$ cat config.mk
export PLATFORM = sky130hd
export DESIGN_NAME = lift_motion_controller
export DESIGN_NICKNAME = d
export VERILOG_FILES = /design/src/rtl/lift_motion_controller.sv
export SDC_FILE = /design/constraint.sdc
export NUM_CORES = 1
export LEC_CHECK = 0
export ABC_CLOCK_PERIOD_IN_PS = 5300
export CORE_MARGIN = 10
export CORE_UTILIZATION = 59
export CTS_CLUSTER_SIZE = 14
export DETAILED_ROUTE_END_ITERATION = 10
export GPL_TIMING_DRIVEN = 0
export MAX_ROUTING_LAYER = met4
export PLACE_DENSITY_LB_ADDON = 0.25
export SYNTH_ARGS = -nofsm -noshare
export SYNTH_HDL_FRONTEND = slang
export SYNTH_SLANG_ARGS = --single-unit
$ cat constraint.sdc
create_clock -name clk -period 5.3 [get_ports clk]
set_clock_uncertainty 0.2 [all_clocks]
set_input_delay 1.325 -clock clk [delete_from_list [all_inputs] [get_ports clk]]
set_output_delay 1.325 -clock clk [all_outputs]
set_load 0.05 [all_outputs]
$ cat src/rtl/lift_motion_controller.sv
// SCAN-policy car motion sequencer feeding the door controller's arrival edge input.
// Optional door reopen on a current-floor request while waiting: define LIFT_REOPEN_EN.
module lift_motion_controller #(
  parameter int N_FLOORS            = 8,
  parameter int FLOOR_W             = 3,
  parameter int FLOOR_TRAVEL_CYCLES = 100
) (
  input  logic                clk,
  input  logic                reset,
  input  logic                req_valid,
  input  logic [FLOOR_W-1:0]  req_floor,
  input  logic                door_open,
  output logic                arrive_pulse,
  output logic                force_open,
  output logic [FLOOR_W-1:0]  current_floor,
  output logic                moving,
  output logic                dir_up,
  output logic [N_FLOORS-1:0] pending
);

  localparam int CNT_W = $clog2(FLOOR_TRAVEL_CYCLES);
  localparam logic [CNT_W-1:0] CNT_LAST = CNT_W'(FLOOR_TRAVEL_CYCLES - 1);

  typedef enum logic [1:0] {IDLE, MOVING, ARRIVE, DOOR_WAIT} state_t;

  state_t              state, state_next;
  logic [CNT_W-1:0]    travel_cnt, travel_cnt_next;
  logic [FLOOR_W-1:0]  floor_next, floor_step;
  logic                dir_next;
  logic [N_FLOORS-1:0] pending_next, req_mask, cur_mask;
  logic                req_ok;
  logic                seen_open, seen_open_next;
`ifdef LIFT_REOPEN_EN
  logic                force_next;
`endif

  // True when any request lies strictly beyond floor f in the given direction.
  function automatic logic work_ahead(input logic [N_FLOORS-1:0] bits,
                                     input logic [FLOOR_W-1:0]  f,
                                     input logic                up);
    logic any;
    any = 1'b0;
    for (int i = 0; i < N_FLOORS; i++) begin
      if (bits[i] && (up ? (i > int'(f)) : (i < int'(f)))) any = 1'b1;
    end
    return any;
  endfunction

  function automatic logic bit_at(input logic [N_FLOORS-1:0] bits,
                                  input logic [FLOOR_W-1:0]  f);
    logic [N_FLOORS-1:0] shifted;
    shifted = bits >> f;
    return shifted[0];
  endfunction

  always_comb begin
    req_ok   = req_valid && (int'(req_floor) < N_FLOORS);
    req_mask = req_ok ? (N_FLOORS'(1) << req_floor) : '0;
    cur_mask = N_FLOORS'(1) << current_floor;
    floor_step = dir_up ? (current_floor + FLOOR_W'(1)) : (current_floor - FLOOR_W'(1));
  end

  always_comb begin
    state_next      = state;
    travel_cnt_next = '0;
    floor_next      = current_floor;
    dir_next        = dir_up;
    pending_next    = pending | req_mask;
    seen_open_next  = seen_open;
`ifdef LIFT_REOPEN_EN
    force_next      = 1'b0;
`endif
    case (state)
      IDLE: begin
        if (bit_at(pending, current_floor)) begin
          state_next = ARRIVE;
        end else if (work_ahead(pending, current_floor, dir_up)) begin
          state_next = MOVING;
        end else if (work_ahead(pending, current_floor, !dir_up)) begin
          dir_next   = !dir_up;
          state_next = MOVING;
        end
      end
      MOVING: begin
        if (travel_cnt == CNT_LAST) begin
          floor_next = floor_step;
          if (bit_at(pending, floor_step)) begin
            state_next = ARRIVE;
          end else if (!work_ahead(pending, floor_step, dir_up)) begin
            state_next = IDLE;
          end
        end else begin
          travel_cnt_next = travel_cnt + CNT_W'(1);
        end
      end
      // The serviced bit is cleared after the merge so a same-cycle request for it is lost.
      ARRIVE: begin
        pending_next   = (pending | req_mask) & ~cur_mask;
        seen_open_next = 1'b0;
        state_next     = DOOR_WAIT;
      end
      DOOR_WAIT: begin
        if (door_open) seen_open_next = 1'b1;
        if (seen_open && !door_open) state_next = IDLE;
`ifdef LIFT_REOPEN_EN
        if (req_ok && (req_floor == current_floor)) begin
          pending_next = pending;
          force_next   = !force_open;
        end
`endif
      end
      default: state_next = IDLE;
    endcase
  end

  always_ff @(posedge clk) begin
    if (reset) begin
      state         <= IDLE;
      travel_cnt    <= '0;
      current_floor <= '0;
      dir_up        <= 1'b1;
      pending       <= '0;
      seen_open     <= 1'b0;
      moving        <= 1'b0;
      arrive_pulse  <= 1'b0;
    end else begin
      state         <= state_next;
      travel_cnt    <= travel_cnt_next;
      current_floor <= floor_next;
      dir_up        <= dir_next;
      pending       <= pending_next;
      seen_open     <= seen_open_next;
      moving        <= (state_next == MOVING);
      arrive_pulse  <= (state_next == ARRIVE);
    end
  end

`ifdef LIFT_REOPEN_EN
  always_ff @(posedge clk) begin
    if (reset) force_open <= 1'b0;
    else       force_open <= force_next;
  end
`else
  assign force_open = 1'b0;
`endif

endmodule
-- Yosys cells after proc, flatten, opt, wreduce, memory -nomap -nowiden
Index checks and enable logic that the tools add are counted.
- register bits: 24
- output and inout bits: 15
- word-level logic and storage cells: 158
- $add $sub $neg: 3
- order comparisons: 28
- equal/unequal tests: 7
- shift-type cells: 4
- multiplexer cells: 69
- bitwise operators: 6
- reductions and logical operators: 33
- operators by type and width (kind ; count):
    1-bit 2-to-1 mux ; 57
    1-bit logical AND ; 25
    3-bit greater-than comparator (first input constant) ; 8
    3-bit less-than comparator (first input constant) ; 6
    8-bit 2-to-1 mux ; 2
    1-bit by 3-bit << shifter with 8-bit output (first input constant) ; 2
    8-bit by 3-bit >> shifter with 1-bit output ; 2
    2-bit 2-to-1 mux ; 7
    2-bit by 3-bit greater-than comparator with 1-bit output (first input constant) ; 4
    1-bit by 3-bit less-than comparator with 1-bit output (first input constant) ; 4
    2-bit by 3-bit less-than comparator with 1-bit output (first input constant) ; 4
    8-bit AND ; 1
    8-bit inverter ; 1
    8-bit bitwise OR ; 1
    2-bit case mux with 4 select lines ; 1
    7-bit by 1-bit adder with 7-bit output (second input constant) ; 1
    7-bit equality test (second input constant) ; 1
    2-bit equality test (second input constant) ; 3
    1-bit by 3-bit greater-than comparator with 1-bit output (first input constant) ; 2
    2-bit by 1-bit equality test with 1-bit output (second input constant) ; 2
    2-bit AND reduction ; 2
    4-bit AND reduction ; 1
    3-bit by 1-bit adder with 3-bit output (second input constant) ; 1
    3-bit 2-to-1 mux ; 1
    8 further kinds ; 11

-- Longest topological paths before layout
Gate-level depths: netlist (run 1).
- depth after elaboration: 21
- depth in mapped cells: 10
- depth with buffers taken out: 9

-- Least setup slack after synthesis (run 1)
Ideal clock, no wire load.
- path kind: flip-flop to flip-flop
- start point: reg current_floor[2]
- end point: reg arrive_pulse
- setup time: 0.059 ns
- arrival: 2.597 ns
- required time: 5.041 ns
- path slack: 2.444 ns
- cell stages (with the launch flop): 11
- path buffers: 1
- period minus slack after synthesis: 2.856 ns
- cells stage by stage: dfxtp_1 -> buf_6 -> inv_1 -> ha_1 -> a211oi_1 -> nor2_1 -> a21oi_1 -> o211ai_1 -> a221o_2 -> a311oi_2 -> and2_1
- cells in the longest elaborated chain, start to end: 21
- elaborated cells on any way between the ends: 121
- those cells by class: add/sub: 2; order compare: 28; eq/ne: 1; shift: 2; mux: 64; reduce/logical: 24
- RTL lines (what ; line ; text):
    from (decl) ; 15 ; output logic [FLOOR_W-1:0] current_floor,
    from (signal assigned) ; 129 ; current_floor <= floor_next;
    3-bit by 1-bit subtractor with 3-bit output or 3-bit by 1-bit adder with 3-bit output (tied branches) ; 60 ; floor_step = dir_up ? (current_floor + FLOOR_W'(1)) : (current_floor - FLOOR_W'(1));
    3-bit 2-to-1 mux ; 60 ;
    1-bit by 3-bit less-than comparator with 1-bit output ; 44 ; if (bits[i] && (up ? (i > int'(f)) : (i < int'(f)))) any = 1'b1;
    1-bit 2-to-1 mux ; 44 ;
    1-bit logical AND ; 44 ;
    1-bit 2-to-1 mux (8 in a row) ; 44 ;
    1-bit 2-to-1 mux ; 87 ; if (bit_at(pending, floor_step)) begin
    1-bit 2-to-1 mux ; 85 ; if (travel_cnt == CNT_LAST) begin
    1-bit 2-to-1 mux ; 73 ; case (state)
    2-bit 2-to-1 mux ; 89 ; end else if (!work_ahead(pending, floor_step, dir_up)) begin
    2-bit 2-to-1 mux ; 87 ;
    2-bit 2-to-1 mux ; 85 ;
    2-bit case mux with 4 select lines * ; 73 ;
    2-bit equality test * ; 134 ; arrive_pulse <= (state_next == ARRIVE);
    to (signal assigned) ; 134 ;
    to (decl) ; 13 ; output logic arrive_pulse,
Mark *: on every way between the ends. The rest lies on a longest branch, timed or not. The select of a mux whose other input is x is not followed.
A chain may end at the register's enable or synchronous reset.

-- Final worst setup path (run 1)
- start point: reg pending[0]
- end point: out pending[0]
- RTL lines (what ; line ; text):
    from (decl) ; 18 ; output logic [N_FLOORS-1:0] pending
    from (signal assigned) ; 131 ; pending <= pending_next;
No word-level cell between the ends.

==> results of run 1 <==
==> worst reg2reg max path, stage by stage, from the launching register on <==
cell and delay, ns:
dfxtp_1 0.42, buf_6 0.19, inv_1 0.17, ha_1 0.40, xor2_1 0.29, mux4_2 0.61
a311oi_2 0.33, and2_1 0.17
==> routing by layer <==
layer | part of all wire (%) | vias to the layer above
met5 | 0 | -
met4 | 2.7 | 0
met3 | 7.6 | 14
met2 | 48 | 84
met1 | 42 | 717
li1 | - | 784
==> cells in the final DEF (no fill, tap or decap), drive strengths merged, types with 2 or more instances in the layout <==
| cell | n |
|---|---|
| o221ai | 2 |
| nor2 | 24 |
| a221o | 2 |
| nand2 | 14 |
| and2 | 2 |
| a211oi | 6 |
| xor2 | 4 |
| dfxtp | 24 |
| nor3 | 5 |
| a311oi | 4 |
| o21ai | 7 |
| and2b | 2 |
| nand3 | 4 |
| mux4 | 3 |
| buf | 10 |
| nand2b | 4 |
| nor3b | 3 |
| or2 | 2 |
| mux2i | 3 |
| nor2b | 8 |
| a21oi | 16 |
| ha | 8 |
| inv | 5 |
| xnor2 | 5 |
| a31oi | 4 |
| a22oi | 3 |
| o22ai | 2 |
| clkdlybuf4s50 | 19 |
| clkbuf | 10 |
==> power groups by stage <==
stage | sequential (mW) | clock [mW] | combinational [mW]
after global placement | 0.199 | 0 | 0.0828
after detailed placement | 0.199 | 0 | 0.0846
after global routing | 0.197 | 0.104 | 0.0919
after CTS | 0.195 | 0.0963 | 0.0848
final | 0.195 | 0.0943 | 0.0849
after floorplan | 0.212 | 0 | 0.0471
==> state kept, by name, indices dropped and copies added (netlist names) <==
register       cells
pending            8
travel_cnt         7
current_floor      3
state              2
arrive_pulse       1
dir_up             1
moving             1
seen_open          1
==> cell families after synthesis <==
| family | after synthesis |
|---|---|
| other | 1 |
| XOR/XNOR | 9 |
| adder cells (fa/ha/maj) | 8 |
| AO/OA/AOI/OAI | 59 |
| multiplexers | 7 |
| flip-flops | 24 |
| buffers and inverters | 22 |
| AND/OR/NAND/NOR | 74 |
==> area by class of cell <==
cell class	instances	area, um^2
Clock buffer	4	36.3
Timing Repair Buffer	19	190
Fill cell	222	781
Tap cell	31	38.8
Sequential cell	24	480
Inverter	6	22.5
Multi-Input combinational cell	158	1130
Buffer	16	103
==> path summary, 6_finish.rpt <==
path / startpoint / endpoint / slack, ns
min: travel_cnt[0] / travel_cnt[0] / 0.28
min reg2reg: travel_cnt[0] / travel_cnt[0] / 0.28
max reg2reg: current_floor[0] / arrive_pulse / 2.48
max: pending[0] / pending[0] / 2.01
==> results.cfg, run 1 <==
[detailed_routing]
drt-total-wl_mm = 4.51
firstDrtPassIters = 4
ant_nets = 0
vias = 1599
routedWlPerCell_um = 17.5
drt_iter0_markers = 114
drt_drc_violations_left = 0
via_per_inst = 6.20

[timing]
finalSetupViolations = 0
setup_tns_ns = 0
finalHoldViolCount = 0
max_slew_margin_pct = 64.9
rsz0062_at_grt = false
worst_pin_slew_ns = 0.524
fmax_ghz = 0.304
fin_crit_sh_pct = 62.0
maxSlewViolCount = 0
period_minus_slack_ns = 3.29
setup_ws_ns = 2.01
timing.hold.ws_ns = 0.282

[placement]
dp.cells = 254
numPortBuffers = 19
place_congestion = 1.00
post_dp_cell_area_um2 = 1960
pre_cts_ws_ns = 2.39
hpwl_mm = 3.50

[hold_path]
holdCritPathClass = reg -> reg
min_path_cells = 1

[setup_path]
crit_type = reg -> out
crit_family = buffers and inverters
slowest_delay_ns = 0.89
crit_chain = clkdlybuf4s50_1
cp_max_fo = 9
crit_buf_inv = 1
crit_cells = 1
required_ns = 3.77
cp.arrival_ns = 1.76
cp-end-kind = output pin
crit_slowest_cell = clkdlybuf4s50_1
r2r_cells = 7
worstSetupStartpointType = flip-flop

[power]
total_power_mw = 0.375
intPower_mw = 0.266
p_leak_nw = 0.743
switchingPower_mw = 0.109
power_frac_comb_pct = 22.7
pwr-share-clk_pct = 25.2
p_seq_share_pct = 52.2
peakVddDrop_v = 0.000177
power_density_nw_per_um2 = 187
swShare_pct = 29.1

[synth]
yosys.area_share.simple_pct = 23.6
synth_nets = 219
synth_commonest_cells = 24 x dfxtp_1, 23 x nor2_1, 16 x a21oi_1
synth_area_leaders = dfxtp_1 28%, ha_1 5.8%, nor2_1 5.0%, a21oi_1 4.6%, mux4_1 3.0%
postSynthAreaPerCell_um2 = 8.51
synth_compound_area_share_pct = 24.2
syn_area_um2 = 1740
syn_inst = 204
yosysTopAreaCell = dfxtp_1
ys_seq_area_share_pct = 27.7
synth-xor-area-share_pct = 4.54
ys_warn_count = 0
synth_fa_ha_area_share_pct = 5.77
yosysMostFrequentCell = dfxtp_1
synth_top_cell_area_share_pct = 27.7
synthFlopType = dfxtp_1
async_flop_share_pct = 0
muxShareOfSynthArea_pct = 6.71
synth_top_family_by_area = compound AO/OA/AOI/OAI gates
ys_ff_latch = 24
synth_edf_count = 0
ys_types = 60

[clock_network]
cts.repair.resized = 0
postCtsHoldBufs = 0
numCtsBuffers = 3
cts_buffer_depth = 2
htree_levels = 1
cts_tree = done
clock_sinks = 24
clock_latency_ns = 0.31
root_buffer = clkbuf_4
post_cts_buffers = 0
clk_pin_slew_worst_paths_ns = 0.13

[finish]
fin_nets = 243
syn_to_final_growth_pct = 15.3
final_cells = 258
drive_gt1_share_pct = 12.8
antennaDiodeCount = 0
utilization_pct = 71.9
final_area_um2 = 2000

[floorplanning]
start_util_pct = 62.4
core_area_um2 = 2780
die_h_um = 74.2
rows = 19
ios = 22
fp.dieW_um = 74.2
die_area_um2 = 5510

[global_routing]
met3_usage_pct = 2.39
grt_pass1_vias = 1568
global_route.usage.met2_pct = 27.6
antenna_found_initial = 0
grt-busiest-layer = met2
grt_max_degree = 14
met1_usage_pct = 21.8
grt_overflow = 0
grt_usage_pct = 17.2
grt_pass1_wl_mm = 7.51

[outcome]
status = finished clean

[flow_run]
cap_violations = 0
Power figures use the tool's default switching activity.
==> run 2, diff against run 1 <==
ABC_CLOCK_PERIOD_IN_PS = 2980   (was 5300)
CORE_UTILIZATION = 50   (was 59)
clock period = 2.98 ns   (was 5.3 ns; I/O delays follow)
==> results.cfg, run 2 (synthesized netlist as in run 1, its figures left out) <==
[outcome]
status = finished clean

[setup_path]
worstSetupStartpointType = flip-flop
cp.arrival_ns = 2.89
cp_max_fo = 10
required_ns = 3.06
crit_type = reg -> reg
cp-end-kind = flip-flop

[global_routing]
grt_max_degree = 15
grt_usage_pct = 14.7
grt_pass1_vias = 1489
grt_overflow = 0
antenna_found_initial = 0
grt_pass1_wl_mm = 7.41

[timing]
finalSetupViolations = 0
setup_tns_ns = 0
fin_crit_sh_pct = 94.0
worst_pin_slew_ns = 0.585
finalHoldViolCount = 0
maxSlewViolCount = 0
fmax_ghz = 0.357
max_slew_margin_pct = 60.9
period_minus_slack_ns = 2.80
rsz0062_at_grt = false

[clock_network]
cts_tree = done
numCtsBuffers = 3
clock_sinks = 24
cts.repair.resized = 0
clock_latency_ns = 0.32
postCtsHoldBufs = 0
root_buffer = clkbuf_4
htree_levels = 1
post_cts_buffers = 0
clk_pin_slew_worst_paths_ns = 0.15
cts_buffer_depth = 2

[detailed_routing]
via_per_inst = 6.04
ant_nets = 0
drt-total-wl_mm = 4.47
vias = 1650
routedWlPerCell_um = 16.4
drt_drc_violations_left = 0
firstDrtPassIters = 5
drt_iter0_markers = 176

[finish]
layout_common_cells = 24 x dfxtp_1, 23 x nor2_1, 19 x clkdlybuf4s50_1, 16 x a21oi_1, 14 x nand2_1
regMostFlops = pending
antennaDiodeCount = 0
reg_top3 = pending: 8 flops, travel_cnt: 7 flops, current_floor: 3 flops
fillCellCount = 308
multi_input_area_um2 = 1140
seq_area_um2 = 480
syn_to_final_growth_pct = 17.9
final_area_um2 = 2050
drive_gt1_share_pct = 13.7
fin_nets = 243
layout_commonest_cell = dfxtp_1
largest_reg_flops = 8

[placement]
post_dp_cell_area_um2 = 1980
hpwl_mm = 3.24
numPortBuffers = 19
place_congestion = 0.961

[power]
power_density_nw_per_um2 = 361
peakVddDrop_v = 0.000291
p_leak_nw = 0.751
total_power_mw = 0.739

[hold_path]
holdCritPathClass = reg -> reg

[flow_run]
cap_violations = 0

[floorplanning]
start_util_pct = 52.0
die_area_um2 = 6230
die_h_um = 78.9
core_area_um2 = 3340
ios = 22
rows = 21
fp.dieW_um = 78.9
run 2: cell count changes in the layout (fill, tap and decap cells not counted):
cell and change:
xor2_2 +1, ha_2 +1, ha_1 -1, clkbuf_8 -1, bufinv_16 +1, xor2_1 -1
run 2: layout make-up:
class                           instances  share of cell area [%]
Buffer                                 16                    5.02
Clock buffer                            3                    1.10
Clock inverter                          1                    1.47
Inverter                                6                    1.10
Multi-Input combinational cell        158                    55.7
Sequential cell                        24                    23.5
Tap cell                               46                    2.81
Timing Repair Buffer                   19                    9.30
run 2: worst paths after layout:
path | startpoint | endpoint | slack [ns] | cells past startpoint
worst max-delay path | current_floor[0] | arrive_pulse | 0.18 | 9
worst min-delay path | travel_cnt[0] | travel_cnt[0] | 0.28 | 1
worst max register to register | current_floor[0] | arrive_pulse | 0.18 | 9
worst min register to register | travel_cnt[0] | travel_cnt[0] | 0.28 | 1
run 2: report_power, final:
| part | switching (mW) | internal (mW) | leakage [nW] | total (mW) |
|---|---|---|---|---|
| Combinational | 0.0885 | 0.0630 | 0.529 | 0.152 |
| Clock | 0.105 | 0.136 | 0.0279 | 0.241 |
| Sequential | 0.0124 | 0.335 | 0.195 | 0.347 |
| Total | 0.206 | 0.534 | 0.751 | 0.739 |
run 2: per-stage QoR:
step / util (%) / worst slack [ns] / hold slack, ns / std cells
global placement: 59.4 / 0.253 / 0.245 / 269
detailed placement: 59.4 / 0.227 / 0.251 / 269
CTS: 61.0 / 0.177 / 0.283 / 273
global route: 61.3 / 0.00318 / 0.306 / 273
floorplan: - / 0.124 / 0.230 / 204
finish: 61.3 / 0.178 / 0.278 / 273
run 2: routing by layer:
layer	wire length [um]	global-route usage, %	share of wire [%]	up-vias
met5	0	-	0	-
met4	65	3.94	1.5	0
met3	395	2.70	8.8	10
met2	1950	21.5	44	84
met1	2060	20.1	46	764
li1	-	-	-	792
run 2: critical path, stage by stage, from the launching register on:
cell and delay (ns):
dfxtp_1 0.45, buf_6 0.19, inv_1 0.16, ha_2 0.42, inv_1 0.10, a22oi_1 0.18, o211ai_1 0.10, a221o_2 0.43
a311oi_2 0.35, and2_1 0.16
